==> config.mk <==
export PLATFORM = sky130hd
export DESIGN_NAME = bcd_key_counter
export DESIGN_NICKNAME = d
export VERILOG_FILES = /design/src/rtl/bcd_key_counter.sv
export SDC_FILE = /design/constraint.sdc
export NUM_CORES = 1
export LEC_CHECK = 0
export ABC_AREA = 1
export CORE_ASPECT_RATIO = 1.25
export CORE_MARGIN = 3
export CORE_UTILIZATION = 49
export CTS_BUF_LIST = sky130_fd_sc_hd__clkbuf_4
export DETAILED_ROUTE_END_ITERATION = 10
export PLACE_DENSITY = 0.64
export SLEW_MARGIN = 10
export SYNTH_ARGS = -nofsm -noshare
export SYNTH_HDL_FRONTEND = slang
export SYNTH_SLANG_ARGS = --single-unit
==> constraint.sdc <==
create_clock -name clk -period 1.9 [get_ports clk]
set_input_delay 0.285 -clock clk [delete_from_list [all_inputs] [get_ports clk]]
set_output_delay 0.285 -clock clk [all_outputs]
set_load 0.02 [all_outputs]
==> src/rtl/bcd_key_counter.sv <==
// bcd_key_counter
//   Front end of the two-digit display path. Conditions four raw active-low
//   push buttons (2-flop sync, debounce, press-edge detect, auto-repeat on
//   inc/dec) and keeps a two-digit BCD count 00..99.
//
// Ports
//   clk         system clock
//   rst_n       asynchronous active-low reset
//   bt[3:0]     raw buttons, active-low: 0=inc 1=dec 2=clear 3=load
//   sw[3:0]     binary preset 0..15, taken on a load event
//   digit_hi    tens digit, BCD 0..9
//   digit_lo    ones digit, BCD 0..9
//   press_pulse one-cycle pulse per accepted press or repeat event, per button
//   wrap        one-cycle pulse alongside a 99->00 or 00->99 wrapped value
module bcd_key_counter #(
    parameter int unsigned DB_CYCLES     = 240000,
    parameter int unsigned REPEAT_DELAY  = 6000000,
    parameter int unsigned REPEAT_PERIOD = 1200000
) (
    input  logic       clk,
    input  logic       rst_n,
    input  logic [3:0] bt,
    input  logic [3:0] sw,
    output logic [3:0] digit_hi,
    output logic [3:0] digit_lo,
    output logic [3:0] press_pulse,
    output logic       wrap
);

    localparam int unsigned DBW      = (DB_CYCLES > 1) ? $clog2(DB_CYCLES) : 1;
    localparam int unsigned HOLD_MAX = (REPEAT_DELAY > REPEAT_PERIOD) ? REPEAT_DELAY : REPEAT_PERIOD;
    localparam int unsigned HW       = (HOLD_MAX > 0) ? $clog2(HOLD_MAX + 1) : 1;

    typedef enum logic {
        REP_DELAY,
        REP_PERIOD
    } rep_state_t;

    logic [3:0]     sync1;
    logic [3:0]     sync2;
    logic [3:0]     db;
    logic [3:0]     db_q;
    logic [DBW-1:0] db_cnt [4];

    rep_state_t     rep_state     [2];
    rep_state_t     rep_state_nxt [2];
    logic [HW-1:0]  hold_cnt      [2];
    logic [HW-1:0]  hold_cnt_nxt  [2];
    logic [1:0]     rep_fire;

    logic [3:0]     fall;
    logic [3:0]     hi_nxt;
    logic [3:0]     lo_nxt;
    logic           wrap_nxt;

    // Two-flop synchroniser; released (1) out of reset.
    always_ff @(posedge clk or negedge rst_n) begin
        if (!rst_n) begin
            sync1 <= '1;
            sync2 <= '1;
        end else begin
            sync1 <= bt;
            sync2 <= sync1;
        end
    end

    // Debounce: the level must differ for DB_CYCLES consecutive cycles.
    always_ff @(posedge clk or negedge rst_n) begin
        if (!rst_n) begin
            db   <= '1;
            db_q <= '1;
            for (int unsigned i = 0; i < 4; i++) begin
                db_cnt[i] <= '0;
            end
        end else begin
            db_q <= db;
            for (int unsigned i = 0; i < 4; i++) begin
                if (sync2[i] != db[i]) begin
                    if (db_cnt[i] == DBW'(DB_CYCLES - 1)) begin
                        db[i]     <= sync2[i];
                        db_cnt[i] <= '0;
                    end else begin
                        db_cnt[i] <= db_cnt[i] + DBW'(1);
                    end
                end else begin
                    db_cnt[i] <= '0;
                end
            end
        end
    end

    assign fall = db_q & ~db;

    // Auto-repeat for inc/dec. The hold counter starts at 0 in the cycle the
    // press edge is seen, so it equals REPEAT_DELAY exactly REPEAT_DELAY cycles
    // after the press event; after each repeat it restarts at 1 so the next
    // match at REPEAT_PERIOD is REPEAT_PERIOD cycles later.
    always_ff @(posedge clk or negedge rst_n) begin
        if (!rst_n) begin
            for (int unsigned i = 0; i < 2; i++) begin
                rep_state[i] <= REP_DELAY;
                hold_cnt[i]  <= '0;
            end
        end else begin
            for (int unsigned i = 0; i < 2; i++) begin
                rep_state[i] <= rep_state_nxt[i];
                hold_cnt[i]  <= hold_cnt_nxt[i];
            end
        end
    end

    always_comb begin
        rep_fire = '0;
        for (int unsigned i = 0; i < 2; i++) begin
            rep_state_nxt[i] = rep_state[i];
            hold_cnt_nxt[i]  = hold_cnt[i];
            if (db[i]) begin
                rep_state_nxt[i] = REP_DELAY;
                hold_cnt_nxt[i]  = '0;
            end else if ((rep_state[i] == REP_DELAY  && hold_cnt[i] == HW'(REPEAT_DELAY)) ||
                         (rep_state[i] == REP_PERIOD && hold_cnt[i] == HW'(REPEAT_PERIOD))) begin
                rep_fire[i]      = 1'b1;
                rep_state_nxt[i] = REP_PERIOD;
                hold_cnt_nxt[i]  = HW'(1);
            end else begin
                hold_cnt_nxt[i]  = hold_cnt[i] + HW'(1);
            end
        end
    end

    // Next count value; clear > load > inc/dec, with inc+dec cancelling.
    always_comb begin
        hi_nxt   = digit_hi;
        lo_nxt   = digit_lo;
        wrap_nxt = 1'b0;
        if (press_pulse[2]) begin
            hi_nxt = '0;
            lo_nxt = '0;
        end else if (press_pulse[3]) begin
            if (sw >= 4'd10) begin
                hi_nxt = 4'd1;
                lo_nxt = sw - 4'd10;
            end else begin
                hi_nxt = '0;
                lo_nxt = sw;
            end
        end else if (press_pulse[0] && !press_pulse[1]) begin
            if (digit_lo == 4'd9) begin
                lo_nxt = '0;
                if (digit_hi == 4'd9) begin
                    hi_nxt   = '0;
                    wrap_nxt = 1'b1;
                end else begin
                    hi_nxt = digit_hi + 4'd1;
                end
            end else begin
                lo_nxt = digit_lo + 4'd1;
            end
        end else if (press_pulse[1] && !press_pulse[0]) begin
            if (digit_lo == 4'd0) begin
                lo_nxt = 4'd9;
                if (digit_hi == 4'd0) begin
                    hi_nxt   = 4'd9;
                    wrap_nxt = 1'b1;
                end else begin
                    hi_nxt = digit_hi - 4'd1;
                end
            end else begin
                lo_nxt = digit_lo - 4'd1;
            end
        end
    end

    always_ff @(posedge clk or negedge rst_n) begin
        if (!rst_n) begin
            press_pulse <= '0;
            digit_hi    <= '0;
            digit_lo    <= '0;
            wrap        <= 1'b0;
        end else begin
            press_pulse <= fall | {2'b00, rep_fire};
            digit_hi    <= hi_nxt;
            digit_lo    <= lo_nxt;
            wrap        <= wrap_nxt;
        end
    end

endmodule

==> results.json <==
{
  "status": "complete, no violations",
  "post_cts_buffers": 0,
  "gr-usage-met2_pct": 34.2,
  "synth.mux.area_fraction_pct": 0,
  "synthArstFlopShare_pct": 100,
  "reg2reg_from": "hold_cnt[0]",
  "cts_root_buf": "clkbuf_4",
  "syn-num-nets": 1077,
  "min_to": "sync1[2]",
  "hold_viol_final": 0,
  "final_util_pct": 56.1,
  "synth-xor-area-share_pct": 6.59,
  "rsz0062_at_grt": "no",
  "finalWorstPathRequiredPeriod_ps": 1770,
  "cts_tree": "built",
  "ant_nets": 0,
  "grt_pass1_vias": 6483,
  "antenna_found_initial": 1,
  "cts_max_level": 4,
  "reg2reg_to": "hold_cnt[20]",
  "avgSynthCellArea_um2": 7.85,
  "synth_edf_count": 0,
  "dieHeight_um": 151,
  "setup_viol": 0,
  "arrival_ps": 1490,
  "die-area_um2": 18400,
  "ios": 23,
  "met1_usage_pct": 24.7,
  "slowest_stage": "clkdlybuf4s50_1",
  "fin_crit_sh_pct": 93.3,
  "dp_hpwl_um": 12500,
  "place.gp.congestion": 0.893,
  "timing.fmax_ghz": 0.564,
  "required_ps": 1620,
  "cts.clk_slew.worst_paths_ps": 120,
  "min_from": "bt[2]",
  "port_buffers": 22,
  "synth.distinct_cells": 38,
  "cp.buffers_inverters": 1,
  "synthCells": 1050,
  "wl_per_cell_um": 12.6,
  "mostFrequentLayoutCell": "nor2_1",
  "drc_errors": 0,
  "cap_viol_max_count": 0,
  "yosys_most_used_dff": "dfrtp_1",
  "cts_buffers": 17,
  "path_cells": "clkdlybuf4s50_1",
  "slew-limit-headroom_pct": 65.4,
  "synth_seq_area_share_pct": 45.5,
  "reg2regPathDepth": 8,
  "tightest_slew_ps": 520,
  "tns_ps": 0,
  "cp-end-kind": "output port",
  "vias": 6647,
  "worstSkewPairLatency_ps": 550,
  "cp_top_family": "buffers and inverters",
  "wirelength_um": 16800,
  "die_w_um": 122,
  "crit_type": "reg -> out",
  "final_cell_mix": "nor2_1 (215), nand2_1 (213), dfrtp_1 (131), inv_1 (118), nand3_1 (70)",
  "irDropWorstVdd_uv": 396,
  "ys_ff_latch": 149,
  "synth_fa_ha_area_share_pct": 2.58,
  "ys.warnings.count": 0,
  "firstDrtPassIters": 5,
  "grt_max_degree": 54,
  "fin_nets": 1126,
  "yosys.area_share.simple_pct": 34.1,
  "power_density_nw_per_um2": 630,
  "hold_path.class": "in -> reg",
  "core-area_um2": 16300,
  "drtIter0Drc": 313,
  "whs_path_depth": 1,
  "fin_skew_ps": 13.9,
  "grtUsageTotal_pct": 19.7,
  "overflow": 0,
  "start_util_pct": 50.4,
  "grt_busiest_layer": "met2",
  "cp-start-kind": "flip-flop",
  "rows": 52,
  "leakage_uw": 0.00400,
  "routed_via_density": 4.99,
  "grt_pass1_wl_um": 29500,
  "cp_max_fo": 1,
  "cts_buffer_depth": 2,
  "synth_area_um2": 8240,
  "cts.sink_count": 149,
  "slew_violations": 0,
  "met3_usage_pct": 3.74,
  "r2r_setup_slack_ps": 190,
  "synthToLayoutAreaGrowth_pct": 11.2,
  "synth_top_family_by_area": "simple AND/OR/NAND/NOR gates",
  "critPathMaxStageDelay_ps": 610,
  "synth_compound_area_share_pct": 5.03,
  "drive_gt1_share_pct": 10.9
}
per-stage QoR:
step,power [µW],hold WS (ps),instance area (µm²),worst slack (ps),instances
3_3_place_gp,3480,287,8810,236,1295
2_1_floorplan,3350,-10.6,8240,339,1050
5_1_grt,6060,58.2,9160,5.29,1333
4_1_cts,5880,58.7,9150,55.2,1328
3_5_place_dp,3490,288,8810,213,1295
6_report,5770,130,9160,127,1333
report_power, final:
group / internal (µW) / total, µW / switching, µW
Sequential: 3210 / 3230 / 20.5
Clock: 1200 / 2350 / 1150
Combinational: 67.9 / 192 / 124
Total: 4480 / 5770 / 1290
cell usage after synthesis, types with 4 or more instances:
master    instances  area (µm²)
xor2_1           46         403
nand3_1          70         350
inv_1           118         443
dfrtp_1         133        3330
nand2_2           7        43.8
nor2_2           15        93.8
nand4_1          24         150
nor3b_1           6        45.0
o211ai_1          5        37.5
dfstp_2          16         420
nor2_1          215         807
a21oi_1          31         155
nand3_2          14         140
nand2_1         213         800
o21ai_0          28         140
ha_1             17         213
xnor2_1          16         140
a31oi_1           4        25.0
nor3_2            9        90.1
nor3_1           31         155
inv_2             4        15.0
cells by family (layout without fill, tap and decap cells):
group                    count (synthesis)  in the layout
AO/OA/AOI/OAI                           76             76
XOR/XNOR                                62             62
adder cells (fa/ha/maj)                 17             17
buffers and inverters                  129            191
flip-flops                             149            149
other                                    0              5
AND/OR/NAND/NOR                        617            617
sequential cells by signal, indices dropped and copies added, names as in the netlist:
| register | flops |
|---|---|
| digit_lo | 4 |
| hold_cnt | 46 |
| db | 4 |
| press_pulse | 4 |
| rep_state | 2 |
| sync1 | 4 |
| wrap | 1 |
| db_cnt | 72 |
| digit_hi | 4 |
| db_q | 4 |
| sync2 | 4 |
final cells by class:
| type | instances | area [µm²] |
|---|---|---|
| fillers | 1544 | 7170 |
| multi-input cells | 772 | 3980 |
| flip-flops and latches | 149 | 3750 |
| inverters | 122 | 458 |
| repair buffers | 37 | 347 |
| well taps | 216 | 270 |
| clock inverters | 13 | 204 |
| clock buffers | 19 | 143 |
| diodes | 5 | 12.5 |
worst max-delay path by stage:
stage	from	endpoint	slack, ps	cells past startpoint
3_3_place_gp	press_pulse[1]	digit_hi[1]	240	8
5_1_grt	hold_cnt[23]	hold_cnt[45]	5	8
2_1_floorplan	digit_lo[0]	digit_hi[3]	340	9
4_1_cts	wrap	wrap	60	1
3_5_place_dp	hold_cnt[0]	hold_cnt[20]	210	8
6_report	wrap	wrap	130	1
metal layers:
layer / wire length, µm / part of all wire (%) / vias to the layer above
met5: 0 / 0 / -
met4: 260 / 1.6 / 0
met3: 436 / 2.6 / 18
met2: 8280 / 49 / 95
met1: 7790 / 46 / 3073
li1: - / - / 3461
timing repair:
action	in CTS	in global routing
gates resized for setup	14	0
endpoints found under the hold margin	40	0
endpoints found under the setup margin	12	0
hold buffers	1	0
No activity file was read; power rests on OpenSTA's default activity.
